<file path="src/rtl/pc_gen.sv">
// Fetch PC generator: one PC per cycle over valid/ready, prioritised redirects,
// and a direct-mapped BTB with 2-bit counters trained from EX.
module pc_gen #(
  parameter int               WIDTH       = 32,
  parameter logic [WIDTH-1:0] RESET_VEC   = WIDTH'(32'h80000000),
  parameter int               BTB_ENTRIES = 8
) (
  input  logic             clk,
  input  logic             rst,
  output logic             out_valid,
  input  logic             out_ready,
  output logic [WIDTH-1:0] out_pc,
  output logic             out_pred_taken,
  output logic [WIDTH-1:0] out_pred_target,
  input  logic             trap_valid,
  input  logic [WIDTH-1:0] mtvec,
  input  logic             mret_valid,
  input  logic [WIDTH-1:0] mepc,
  input  logic             ex_redirect,
  input  logic [WIDTH-1:0] ex_target,
  input  logic             upd_valid,
  input  logic [WIDTH-1:0] upd_pc,
  input  logic             upd_taken,
  input  logic [WIDTH-1:0] upd_target
);

  localparam int IDXW = $clog2(BTB_ENTRIES);
  localparam int TAGW = WIDTH - IDXW - 2;

  // state   | meaning
  // BOOT    | first cycle after reset release, no fetch request
  // RUN     | presenting fetch PCs every cycle
  typedef enum logic {ST_BOOT, ST_RUN} state_e;

  state_e           state_q, state_d;
  logic [WIDTH-1:0] pc_q, pc_d;

  logic [BTB_ENTRIES-1:0] valid_q;
  logic [TAGW-1:0]        tag_q    [BTB_ENTRIES];
  logic [1:0]             ctr_q    [BTB_ENTRIES];
  logic [WIDTH-1:0]       target_q [BTB_ENTRIES];

  logic [IDXW-1:0] lk_idx, up_idx;
  logic [TAGW-1:0] lk_tag, up_tag;
  logic            lk_hit, up_hit;
  logic [1:0]      up_ctr, up_ctr_nxt;

  // Low address bits of incoming PCs are forced to zero, so they are never read.
  logic unused_lsbs;
  assign unused_lsbs = ^{mtvec[1:0], mepc[1:0], ex_target[1:0], upd_target[1:0], upd_pc[1:0]};

  // Lookup reads only registered state, so prediction timing is fixed by pc_q.
  assign lk_idx = pc_q[IDXW+1:2];
  assign lk_tag = pc_q[WIDTH-1:IDXW+2];
  assign lk_hit = valid_q[lk_idx] && (tag_q[lk_idx] == lk_tag);

  assign out_pc          = pc_q;
  assign out_pred_taken  = lk_hit && ctr_q[lk_idx][1];
  assign out_pred_target = out_pred_taken ? target_q[lk_idx] : pc_q + WIDTH'(4);

  always_ff @(posedge clk or posedge rst) begin
    if (rst) begin
      state_q <= ST_BOOT;
      pc_q    <= RESET_VEC;
    end else begin
      state_q <= state_d;
      pc_q    <= pc_d;
    end
  end

  always_comb begin
    state_d   = state_q;
    pc_d      = pc_q;
    out_valid = 1'b0;
    case (state_q)
      ST_BOOT: begin
        state_d = ST_RUN;
        pc_d    = RESET_VEC;
      end
      ST_RUN: begin
        out_valid = 1'b1;
        if (trap_valid)       pc_d = {mtvec[WIDTH-1:2], 2'b00};
        else if (mret_valid)  pc_d = {mepc[WIDTH-1:2], 2'b00};
        else if (ex_redirect) pc_d = {ex_target[WIDTH-1:2], 2'b00};
        else if (out_ready)   pc_d = out_pred_target;
      end
      default: begin
        state_d = ST_BOOT;
        pc_d    = RESET_VEC;
      end
    endcase
  end

  assign up_idx = upd_pc[IDXW+1:2];
  assign up_tag = upd_pc[WIDTH-1:IDXW+2];
  assign up_hit = valid_q[up_idx] && (tag_q[up_idx] == up_tag);
  assign up_ctr = ctr_q[up_idx];

  always_comb begin
    up_ctr_nxt = up_ctr;
    if (upd_taken) begin
      if (up_ctr != 2'd3) up_ctr_nxt = up_ctr + 2'd1;
    end else begin
      if (up_ctr != 2'd0) up_ctr_nxt = up_ctr - 2'd1;
    end
  end

  always_ff @(posedge clk or posedge rst) begin
    if (rst) begin
      valid_q <= '0;
    end else if (upd_valid && !up_hit && upd_taken) begin
      valid_q[up_idx] <= 1'b1;
    end
  end

  // Payload arrays carry no reset; the rst gate keeps a write from landing
  // on an edge where reset is held.
  always_ff @(posedge clk) begin
    if (upd_valid && !rst) begin
      if (up_hit) begin
        ctr_q[up_idx] <= up_ctr_nxt;
        if (upd_taken) target_q[up_idx] <= {upd_target[WIDTH-1:2], 2'b00};
      end else if (upd_taken) begin
        tag_q[up_idx]    <= up_tag;
        ctr_q[up_idx]    <= 2'b10;
        target_q[up_idx] <= {upd_target[WIDTH-1:2], 2'b00};
      end
    end
  end

endmodule
</file>
<file path="config.mk">
export PLATFORM = sky130hd
export DESIGN_NAME = pc_gen
export DESIGN_NICKNAME = d
export VERILOG_FILES = /design/src/rtl/pc_gen.sv
export SDC_FILE = /design/constraint.sdc
export NUM_CORES = 1
export LEC_CHECK = 0
export CAP_MARGIN = 30
export CORE_ASPECT_RATIO = 1.5
export CORE_MARGIN = 2
export CORE_UTILIZATION = 30
export DETAILED_ROUTE_END_ITERATION = 6
export PLACE_DENSITY = 0.47
export RECOVER_POWER = 25
export SLEW_MARGIN = 20
export SYNTH_ARGS = -nofsm -noshare
export SYNTH_HDL_FRONTEND = slang
export SYNTH_SLANG_ARGS = --single-unit
</file>
<file path="constraint.sdc">
create_clock -name clk -period 4.3 [get_ports clk]
set_input_delay 0.86 -clock clk [delete_from_list [all_inputs] [get_ports clk]]
set_output_delay 0.86 -clock clk [all_outputs]
set_load 0.02 [all_outputs]
</file>
; After elaboration in Yosys (flattened, before gate mapping)
; Memory sizes are Yosys's and may differ from the RTL's.
; Index checks and enable logic that the tools add are counted.
[op_classes]
reduce_logical = 10
n_mux = 28
bitwise_logic = 4
magnitude_cmp = 3
n_eq_ne = 4
addsub = 3
[ops]
columns = operator, count
row1 = two-way mux 32 bit, 5
row2 = one-hot mux 32 bit (2 select lines), 1
row3 = equality test 27 bit, 2
row4 = "adder 32 x 3 -> 32 bit, second input constant", 1
row5 = two-way mux 30 bit, 1
row6 = two-way mux 1 bit, 14
row7 = "less-than comparator 3 x 4 -> 1 bit, second input constant", 2
row8 = two-way mux 2 bit, 4
row9 = bitwise OR 8 bit, 1
row10 = logical AND 1 bit, 7
row11 = binary-select mux 1 bit (select 3 bit), 2
row12 = "inequality test 5 bit, second input constant", 1
row13 = demux 1 bit (select 3 bit), 1
row14 = "greater-or-equal comparator 3 x 1 -> 1 bit, second input constant", 1
row15 = "adder 2 x 1 -> 2 bit, second input constant", 1
row16 = logical NOT 1 bit, 2
row17 = "inequality test 2 bit, second input constant", 1
row18 = bitwise OR 1 bit, 2
row19 = nonzero test 2 bit, 1
row20 = "subtractor 2 x 1 -> 2 bit, second input constant", 1
row21 = NOT 1 bit, 1
[totals]
n_memories = 3
output_inout_bits = 66
ff_bits = 41
ramBits = 472
inputBits = 168
elab_cells = 58
[memory_table]
columns = memory, depth, word_bits, read_ports, rd_ports_with_merged_regs, wr, line_no
row1 = target_q, 8, 30, 1, 0, 1, 41  ; logic [WIDTH-1:0] target_q [BTB_ENTRIES];
row2 = tag_q, 8, 27, 2, 0, 1, 39  ; logic [TAGW-1:0] tag_q [BTB_ENTRIES];
row3 = ctr_q, 8, 2, 2, 0, 1, 40  ; logic [1:0] ctr_q [BTB_ENTRIES];

; Longest topological paths before layout
; Gate-level depths: netlist of the first run.
[logic_depth]
depth_word = 10
mapped_depth = 14
ltp_nobuf = 8

; Worst setup path before layout of the first run
; OpenSTA, ideal clock, no wires.
[synth_path]
kind = input to register
startpoint = input upd_pc[4]
endpoint = memory tag_q[7][0] (netlist name) (enable)
arrival_ps = 3694
n_path_buf = 3
required_ps = 3889
slack_ps = 195
cell_stages = 10
setup_ps = 411
cell_sequence = buf_2 buf_2 buf_1 mux4_2 mux2i_1 xnor2_1 nor4_1 nand4_1 o21bai_2 nor2_1
[synth_via]
elab_chain_len = 6
word_cells_on_any_way = 8
classes_between = 1 x eq/ne / 5 x mux / 1 x reduce/logical / 1 x memory
[synth_rtl]
columns = element, line_no
row1 = start: declaration, 22  ; input logic [WIDTH-1:0] upd_pc,
row2 = memory (8 x 27 bit) or binary-select mux 1 bit (select 3 bit) (tied branches), -
row3 = equality test 27 bit or two-way mux 1 bit (tied branches), 96  ; assign up_hit = valid_q[up_idx] && (tag_q[up_idx] == up_tag);
row4 = logical AND 1 bit, 96
row5 = two-way mux 1 bit, 120  ; if (up_hit) begin
row6 = two-way mux 1 bit, 119  ; if (upd_valid && !rst) begin
row7 = two-way mux 1 bit (implied by the code), 124  ; tag_q[up_idx] <= up_tag;
row8 = end: declaration, 39
; Parallel ways exist; a longest one is shown, timed or not. The select of a mux whose other input is x is not followed.

; Worst setup path in the final report of the first run
[layout_path]
startpoint = register pc_q[2] (netlist: out_pc[2])
endpoint = output out_pred_target[31]
[layout_via]
elab_chain_len = 5
word_cells_on_any_way = 10
classes_between = 1 x add/sub / 1 x eq/ne / 3 x mux / 2 x reduce/logical / 3 x memory
[layout_rtl]
columns = element, line_no
row1 = start: declaration, 36  ; logic [WIDTH-1:0] pc_q, pc_d;
row2 = start signal: assignment, 67  ; pc_q <= pc_d;
row3 = branches (longest 4 deep; another with adder 32 x 3 -> 32 bit), -
row4 = two-way mux 32 bit *, 59  ; assign out_pred_target = out_pred_taken ? target_q[lk_idx] : pc_q + WIDTH'(4);
row5 = end: declaration, 14  ; output logic [WIDTH-1:0] out_pred_target,
; Every way passes the cells marked *. The select of a mux whose other input is x is not followed.

==> results of run 1 <==
[repair_timing]
action / 4_1_cts / 5_1_grt
resized for setup: 257 / 21
cloned: 3 / 0
endpoints found under the setup margin: 33 / 33
setup buffers: 23 / 9
pin swaps: 6 / 1
[cell type report]
type | instances | area (um2)
Antenna cell | 2 | 5.00
Clock buffer | 58 | 1370
Clock inverter | 35 | 424
Fill cell | 7190 | 46400
Inverter | 19 | 71.3
Multi-Input combinational cell | 852 | 8660
Sequential cell | 513 | 15200
Tap cell | 1024 | 1280
Timing Repair Buffer | 523 | 5210
[sequential cells by signal, summed over array words and instances, names as in the netlist]
signal / flops
state_q: 1
out_pc: 32
ctr_q: 16
tag_q: 216
target_q: 240
valid_q: 8
[logic make-up after synthesis]
family	after synthesis	synth area share
buffers and inverters	122	0.0236
other	1	0.000157
xor gates and xnor gates	77	0.0283
AOI/OAI and AO/OA	255	0.0799
and+or+nand+nor	257	0.0533
adders and majority gates	1	0.000525
muxes	261	0.177
DFF	513	0.637
[critical path, stage by stage, from the launching register on]
cell and delay (ps):
dfrtp_4 540, buf_4 190, mux4_2 490, mux2i_1 150, buf_4 170, xor2_2 200, o2111ai_1 120, and4bb_1 320
nand4_1 110, buf_6 150, buf_6 130, buf_16 140, buf_6 110, mux2i_1 140, buf_4 160, buf_6 120
[per-layer routing]
layer | up-vias | global-route usage | share of wire
li1 | 6998 | - | -
met2 | 586 | 0.378 | 0.52
met3 | 154 | 0.0363 | 0.055
met5 | - | 0 | 0.00032
met4 | 4 | 0.0769 | 0.039
met1 | 8361 | 0.245 | 0.38
[Yosys cell counts (10+ instances only)]
cell and number:
clkbuf_1 50, edfxtp_1 472, nand3_1 16, nand2_1 89
dfrtp_1 40, mux2i_1 106, a22oi_1 24, o21ai_0 35
mux4_2 125, mux2_2 29, a221oi_1 36, a31o_2 12
nand4_1 20, a21oi_1 37, xor2_1 42, buf_2 32
nor2_1 59, nor2b_1 10, a221o_1 12, o22ai_1 22
xnor2_1 35, inv_1 17
[worst max-delay path by stage]
stage          cells after the start  slack (ps)  startpoint                   to
3_3_place_gp                      12        -370   out_pc[2]   out_pred_target[4]
6_report                          15        -450   out_pc[2]  out_pred_target[31]
3_5_place_dp                      13        -370   out_pc[2]  out_pred_target[12]
4_1_cts                           16        -480   out_pc[2]  out_pred_target[31]
5_1_grt                           16        -600   out_pc[2]  out_pred_target[31]
2_1_floorplan                     10         200   upd_pc[4]          tag_q[7][0]
[per-stage QoR]
stage / cell area, um2 / worst slack, ps / utilization / total power [mW] / setup TNS (ps)
floorplan: 23800 / 195 / - / 6.52 / 0
global placement: 29500 / -367 / 0.375 / 7.51 / -8010
detailed placement: 29500 / -371 / 0.375 / 7.52 / -7840
CTS: 32100 / -485 / 0.408 / 12.5 / -10760
global route: 32200 / -604 / 0.410 / 12.7 / -15190
finish: 32200 / -446 / 0.410 / 12.3 / -10340
[power by group through the flow]
stage / registers, mW / clock network, mW / logic [mW]
6_report: 5.63 / 4.81 / 1.89
5_1_grt: 5.64 / 5.11 / 2.00
4_1_cts: 5.63 / 4.95 / 1.89
3_5_place_dp: 5.75 / 0 / 1.77
3_3_place_gp: 5.74 / 0 / 1.76
2_1_floorplan: 5.73 / 0 / 0.795
==> impl_metrics.env, run 1 <==
export IMPL_ant_nets=0
export IMPL_area_growth_syn_to_layout_pct=35.2
export IMPL_fin_crit_sh=1.10
export IMPL_ys_warnings_count=0
export IMPL_min_from="valid_q[5]"
export IMPL_synth_edf_count=472
export IMPL_peakVddDrop_v=0.000347
export IMPL_final_common_cell="edfxtp_1"
export IMPL_firstDrtPassIters=7
export IMPL_start_util=0.303
export IMPL_hold_viol=0
export IMPL_cp_start_kind="register"
export IMPL_dieArea_um2=81800
export IMPL_seqPwrFrac=0.457
export IMPL_rr_endpoint="out_pc[31]"
export IMPL_hold_end="valid_q[5]"
export IMPL_switching_share=0.250
export IMPL_drive_gt1_frac=0.331
export IMPL_cts_sinks=513
export IMPL_fmax_ghz=0.211
export IMPL_grt_max_degree=52
export IMPL_final_setup_worst_slack_ps=-446
export IMPL_die_w_um=234
export IMPL_pin_count=234
export IMPL_hold_ws_ps=525
export IMPL_vias=16100
export IMPL_clock_path_buffers=3
export IMPL_cap_violations=0
export IMPL_gr_usage_all_layers=0.209
export IMPL_drt_iter0_drc=1080
export IMPL_arrival_ps=3890
export IMPL_gp_congestion=0.870
export IMPL_fin_cells=3026
export IMPL_clockPowerShare=0.390
export IMPL_p_comb_frac=0.153
export IMPL_ys_async_sr_fraction=0.0799
export IMPL_fin_skew_ps=36.8
export IMPL_cellPowerDensity_nw_per_um2=383
export IMPL_hold_class="register to register"
export IMPL_ys_seq_area_frac=0.637
export IMPL_viasPerCell=5.32
export IMPL_cts_tree="yes"
export IMPL_p_leak_nw=10.9
export IMPL_synthCells=1487
export IMPL_maxSlewViolCount=0
export IMPL_path_max_fanout=7
export IMPL_drt_wl_total_um=85000
export IMPL_portBuffers=223
export IMPL_grt_pass1_wl_um=123000
export IMPL_antenna_found_initial=9
export IMPL_path_clk_slew_ps=60
export IMPL_dp_cells=2898
export IMPL_synth_ff_type="edfxtp_1"
export IMPL_clock_latency_ps=630
export IMPL_violations="setup timing"
export IMPL_r2r_cells=17
export IMPL_intPower_mw=9.25
export IMPL_h_tree_depth=2
export IMPL_worstMarginPinSlew_ps=940
export IMPL_cp_required_ps=3440
export IMPL_syn_area_per_cell_um2=16.0
export IMPL_timing_rr_start="out_pc[2]"
export IMPL_grt_overflow=0
export IMPL_dp_hpwl_um=61000
export IMPL_period_needed_ps=4750
export IMPL_worstSetupPathType="register to output pin"
export IMPL_cts_hold_buf=0
export IMPL_ys_ff_latch=513
export IMPL_synth_area_um2=23800
export IMPL_critPathCaptureType="output pin"
export IMPL_report_final_setup_viol=33
export IMPL_numCtsBuffers=53
export IMPL_slew_limit_headroom=0.371
export IMPL_synth_top_area_cell="edfxtp_1"
export IMPL_final_cell_mix="edfxtp_1, buf_4, clkdlybuf4s50_1"
export IMPL_syn_nets=1656
export IMPL_rows=126
export IMPL_grt_pass1_vias=17400
export IMPL_drc=0
export IMPL_whs_path_depth=1
export IMPL_rsz0062_at_grt="true"
export IMPL_die_h_um=349
export IMPL_synth_top_area_share=0.594
export IMPL_power_switching_mw=3.08
export IMPL_cts_root_buf="clkbuf_16"
export IMPL_outcome="finished, violations left"
export IMPL_layout_nets=2131
export IMPL_synthTopCellsByArea="edfxtp_1, mux4_2, mux2i_1, dfrtp_1, xor2_1"
export IMPL_r2r_setup_slack_ps=560
export IMPL_synth_distinct_cells=72
export IMPL_drt_wirelength_per_cell_um=28.1
export IMPL_core_area_um2=78700
(Power assumes the default switching activity.)
==> run 2: changes to the inputs <==
--- a/config.mk
+++ b/config.mk
@@ -12,6 +12,7 @@
 export DETAILED_ROUTE_END_ITERATION = 6
 export PLACE_DENSITY = 0.47
 export RECOVER_POWER = 25
+export SETUP_SLACK_MARGIN = 0.5
 export SLEW_MARGIN = 20
 export SYNTH_ARGS = -nofsm -noshare
 export SYNTH_HDL_FRONTEND = slang
==> run 2 against run 1 <==
Net effect: the flow still finishes with violations (setup timing); clock skew shrank 20 ps; combinational power shrank 4%; global-route usage is essentially flat; register-to-register slack gained 130 ps; critical path type unchanged; critical endpoint is now out_pred_target[3]; largest power group unchanged.
==> impl_metrics.env, run 2 (synthesis gave the netlist of run 1 again) <==
export IMPL_rows=126
export IMPL_h_tree_depth=2
export IMPL_start_util=0.303
export IMPL_cts_hold_buf=0
export IMPL_fillers=7207
export IMPL_hold_class="register to register"
export IMPL_dp_hpwl_um=61100
export IMPL_worstMarginPinSlew_ps=850
export IMPL_vias=15900
export IMPL_rsz0062_at_grt="true"
export IMPL_path_max_fanout=7
export IMPL_max_flop_register="target_q"
export IMPL_largest_reg_flops=240
export IMPL_core_area_um2=78700
export IMPL_dieArea_um2=81800
export IMPL_grt_overflow=0
export IMPL_cts_root_buf="clkbuf_16"
export IMPL_drive_gt1_frac=0.311
export IMPL_firstDrtPassIters=5
export IMPL_path_clk_slew_ps=60
export IMPL_area_growth_syn_to_layout_pct=32.9
export IMPL_die_w_um=234
export IMPL_period_needed_ps=4700
export IMPL_cp_start_kind="register"
export IMPL_final_setup_worst_slack_ps=-399
export IMPL_cts_tree="yes"
export IMPL_arrival_ps=3840
export IMPL_cap_violations=0
export IMPL_pin_count=234
export IMPL_grt_max_degree=42
export IMPL_cellPowerDensity_nw_per_um2=378
export IMPL_portBuffers=223
export IMPL_final_cell_mix="edfxtp_1, buf_4, clkdlybuf4s50_1"
export IMPL_dpl_cell_area_um2=29300
export IMPL_slew_limit_headroom=0.434
export IMPL_drt_iter0_drc=968
export IMPL_fin_crit_sh=1.09
export IMPL_peakVddDrop_v=0.000297
export IMPL_violations="setup timing"
export IMPL_cp_required_ps=3440
export IMPL_fmax_ghz=0.213
export IMPL_maxSlewViolCount=0
export IMPL_viasPerCell=5.32
export IMPL_drt_wirelength_per_cell_um=28.2
export IMPL_ant_nets=0
export IMPL_layout_nets=2097
export IMPL_antenna_found_initial=7
export IMPL_gp_congestion=0.875
export IMPL_critPathCaptureType="output pin"
export IMPL_clock_latency_ps=620
export IMPL_die_h_um=349
export IMPL_final_common_cell="edfxtp_1"
export IMPL_dp_cells=2884
export IMPL_grt_pass1_wl_um=122000
export IMPL_fin_cells=2995
export IMPL_drc=0
export IMPL_fin_skew_ps=16.3
export IMPL_clock_path_buffers=3
export IMPL_hold_viol=0
export IMPL_grt_pass1_vias=17200
export IMPL_drt_wl_total_um=84600
export IMPL_gr_usage_all_layers=0.208
export IMPL_cts_sinks=513
export IMPL_numCtsBuffers=51
export IMPL_worstSetupPathType="register to output pin"
export IMPL_fin_area_um2=31700
export IMPL_outcome="finished, violations left"
export IMPL_report_final_setup_viol=33
export IMPL_p_leak_nw=10.7
==> run 2: path summary, 6_finish.rpt <==
| path | from | depth (start not counted) | to | slack, ps |
|---|---|---|---|---|
| max | out_pc[3] | 14 | out_pred_target[3] | -400 |
| min | valid_q[4] | 1 | valid_q[4] | 510 |
| max reg2reg | out_pc[3] | 16 | out_pc[26] | 690 |
| min reg2reg | valid_q[4] | 1 | valid_q[4] | 510 |
| max in group asynchronous | rst | 3 | out_pc[4] | 3020 |
| min in group asynchronous | rst | 3 | valid_q[7] | 780 |
==> run 2: layout make-up <==
| cell class | count | area (um2) | share of cell area |
|---|---|---|---|
| sequential | 513 | 15200 | 0.480 |
| multi-input combinational | 852 | 8570 | 0.270 |
| inverter | 19 | 71.3 | 0.00225 |
| tap | 1024 | 1280 | 0.0404 |
| clock inverter | 29 | 309 | 0.00975 |
| antenna | 3 | 7.51 | 0.000237 |
| clock buffer | 64 | 1350 | 0.0424 |
| timing repair buffer | 491 | 4900 | 0.155 |
==> run 2: where the power goes <==
part	leakage, nW	switching [mW]	internal (mW)
Sequential	4.76	0.0843	5.55
Combinational	5.16	0.945	0.879
Clock	0.808	1.96	2.58
Total	10.7	2.99	9.00
==> run 2: timing repair <==
item | CTS | global route
pin swaps | 6 | 1
setup buffers | 9 | 3
gates resized for setup | 248 | 23
gates cloned | 3 | 0
setup endpoints to repair | 33 | 88
==> run 2: critical path, stage by stage (launching register included) <==
cell,delay (ps)
dfrtp_4,570
buf_6,170
mux4_2,480
mux2i_1,160
buf_4,170
xor2_1,150
buf_4,150
o2111ai_1,100
and4bb_1,260
nand4_1,90
buf_6,160
buf_12,150
buf_6,120
mux2_4,330
buf_6,140
==> run 2: routing by layer <==
metal  routed length (um)  global-route usage  share of wire  vias up
met1                31600               0.241           0.37     8266
met5                   41                   0        0.00048        -
met4                 3220              0.0790          0.038        6
met2                45500               0.384           0.54      570
met3                 4220              0.0319          0.050      151
li1                     -                   -              -     6936
==> run 2: metrics by stage <==
stage	util	power, mW	setup WS [ps]	hold WS (ps)	TNS, ps
after floorplan	-	6.52	202	460	0
after global placement	0.373	7.49	-420	504	-12410
after detailed placement	0.373	7.50	-447	498	-13310
after CTS	0.401	12.1	-459	515	-11810
after global routing	0.403	12.4	-521	534	-14330
final	0.403	12.0	-399	514	-10010
==> run 3: changes to the inputs <==
--- a/config.mk
+++ b/config.mk
@@ -13,7 +13,6 @@
 export PLACE_DENSITY = 0.47
 export RECOVER_POWER = 25
 export SETUP_SLACK_MARGIN = 0.5
-export SLEW_MARGIN = 20
 export SYNTH_ARGS = -nofsm -noshare
 export SYNTH_HDL_FRONTEND = slang
 export SYNTH_SLANG_ARGS = --single-unit
==> run 3 against run 2 <==
Net effect: the flow still finishes with violations (setup timing); clock-buffer cell count down 11; sequential share of layout area grew 0.078 points; wire length decreased by 0.47%; cell count is 0.20% lower; design area fell by 0.16%; largest cell class unchanged.
==> impl_metrics.env, run 3 (synthesis gave the netlist of run 1 again) <==
export IMPL_outcome="finished, violations left"
export IMPL_violations="setup timing"
export IMPL_cp_top_family="multiplexers"
export IMPL_start_util=0.303
export IMPL_arrival_ps=3850
export IMPL_hold_ws_ps=523
export IMPL_vias=15900
export IMPL_ant_nets=0
export IMPL_rsz0062_at_grt="true"
export IMPL_portBuffers=223
export IMPL_worstSetupPathType="register to output pin"
export IMPL_peakVddDrop_v=0.000307
export IMPL_pin_count=234
export IMPL_fin_crit_sh=1.09
export IMPL_numCtsBuffers=50
export IMPL_critPathCaptureType="output pin"
export IMPL_cap_violations=0
export IMPL_area_growth_syn_to_layout_pct=32.7
export IMPL_dp_hpwl_um=61100
export IMPL_fillers=7213
export IMPL_cp_required_ps=3440
export IMPL_drt_iter0_drc=919
export IMPL_grt_pass1_vias=17100
export IMPL_hold_class="register to register"
export IMPL_cts_tree="yes"
export IMPL_drc=0
export IMPL_rows=126
export IMPL_max_flop_register="target_q"
export IMPL_worstMarginPinSlew_ps=848
export IMPL_fin_skew_ps=15.4
export IMPL_path_clk_slew_ps=60
export IMPL_drt_wirelength_per_cell_um=28.2
export IMPL_drive_gt1_frac=0.314
export IMPL_antenna_found_initial=8
export IMPL_report_final_setup_viol=32
export IMPL_grt_overflow=0
export IMPL_grt_pass1_wl_um=122000
export IMPL_cp_start_kind="register"
export IMPL_cts_sinks=513
export IMPL_final_cell_mix="edfxtp_1, buf_4, clkdlybuf4s50_1"
export IMPL_cts_root_buf="clkbuf_16"
export IMPL_largest_reg_flops=240
export IMPL_layout_nets=2095
export IMPL_die_h_um=349
export IMPL_path_max_fanout=11
export IMPL_critPathMaxStageDelay_ps=550
export IMPL_final_setup_worst_slack_ps=-405
export IMPL_hold_viol=0
export IMPL_r2r_setup_slack_ps=670
export IMPL_cp_slowest_cell="mux4_2"
export IMPL_grt_max_degree=42
export IMPL_clock_path_buffers=3
export IMPL_post_place_ws_ps=-437
export IMPL_slew_limit_headroom=0.435
export IMPL_p_leak_nw=10.7
export IMPL_viasPerCell=5.32
export IMPL_cellPowerDensity_nw_per_um2=380
export IMPL_h_tree_depth=2
export IMPL_gr_usage_all_layers=0.207
export IMPL_gp_congestion=0.875
export IMPL_cts_hold_buf=0
export IMPL_worst_path_buf_inv=6
export IMPL_core_area_um2=78700
export IMPL_dieArea_um2=81800
export IMPL_cp_cell_sequence="buf_12 -> mux4_2 -> mux2i_2 -> buf_4 -> xor2_2 -> nand2_1 -> and4bb_1 -> nand4_1 -> buf_4 -> buf_12 -> buf_6 -> mux2_4 -> buf_6"
export IMPL_fmax_ghz=0.213
export IMPL_firstDrtPassIters=6
export IMPL_die_w_um=234
export IMPL_clock_latency_ps=610
export IMPL_period_needed_ps=4710
export IMPL_drt_wl_total_um=84200
export IMPL_maxSlewViolCount=0
export IMPL_final_common_cell="edfxtp_1"
-- run 3: changes by cell type in the layout (fill, tap and decap cells not counted), sizes merged --
cell / delta
inv: +1
clkinvlp: +2
clkdlybuf4s50: +1
clkinv: +2
diode: -1
clkbuf: -12
bufinv: +2
dlygate4sd3: -1
-- run 3: report_power, final --
group	switching (mW)	leakage, nW	total, mW	internal [mW]
registers	0.0834	4.76	5.63	5.55
clock network	1.96	0.809	4.58	2.61
logic	0.951	5.14	1.83	0.883
total	3.00	10.7	12.0	9.04
-- run 3: final timing paths --
| path | depth (start not counted) | to | from |
|---|---|---|---|
| max | 13 | out_pred_target[3] | out_pc[2] |
| min | 1 | valid_q[5] | valid_q[5] |
| max reg2reg | 15 | out_pc[26] | out_pc[2] |
| min reg2reg | 1 | valid_q[5] | valid_q[5] |
| max in group asynchronous | 3 | out_pc[4] | rst |
| min in group asynchronous | 3 | valid_q[1] | rst |
-- run 3: timing repair --
item                       CTS  global route
pin swaps                    6             2
setup buffers                6             5
hold endpoints to repair     0             0
cloned                       3             0
setup endpoints to repair   33            39
gates resized for setup    232            34
-- run 3: metal layers --
metal	up-vias	routed length [um]	GRT usage
met5	-	63	0
met4	10	3020	0.0784
met3	129	4040	0.0343
met2	545	45300	0.382
met1	8286	31700	0.237
li1	6932	-	-
-- run 3: cell type report --
class,instances,area [um2],area share
Antenna cell,2,5.00,0.000158
Sequential cell,513,15200,0.481
Tap cell,1024,1280,0.0405
Clock inverter,36,407,0.0128
Clock buffer,53,1260,0.0399
Timing Repair Buffer,490,4820,0.152
Inverter,19,71.3,0.00225
Multi-Input combinational cell,852,8590,0.271
-- run 3: stage by stage --
stage,utilization,TNS [ps],std cells,power [mW],cell area [um2]
after global routing,0.402,-14770,2987,12.4,31600
final,0.402,-9740,2989,12.0,31700
after floorplan,-,0,1487,6.52,23900
after global placement,0.373,-12410,2883,7.49,29300
after CTS,0.400,-11690,2982,12.1,31400
after detailed placement,0.373,-10670,2884,7.50,29300
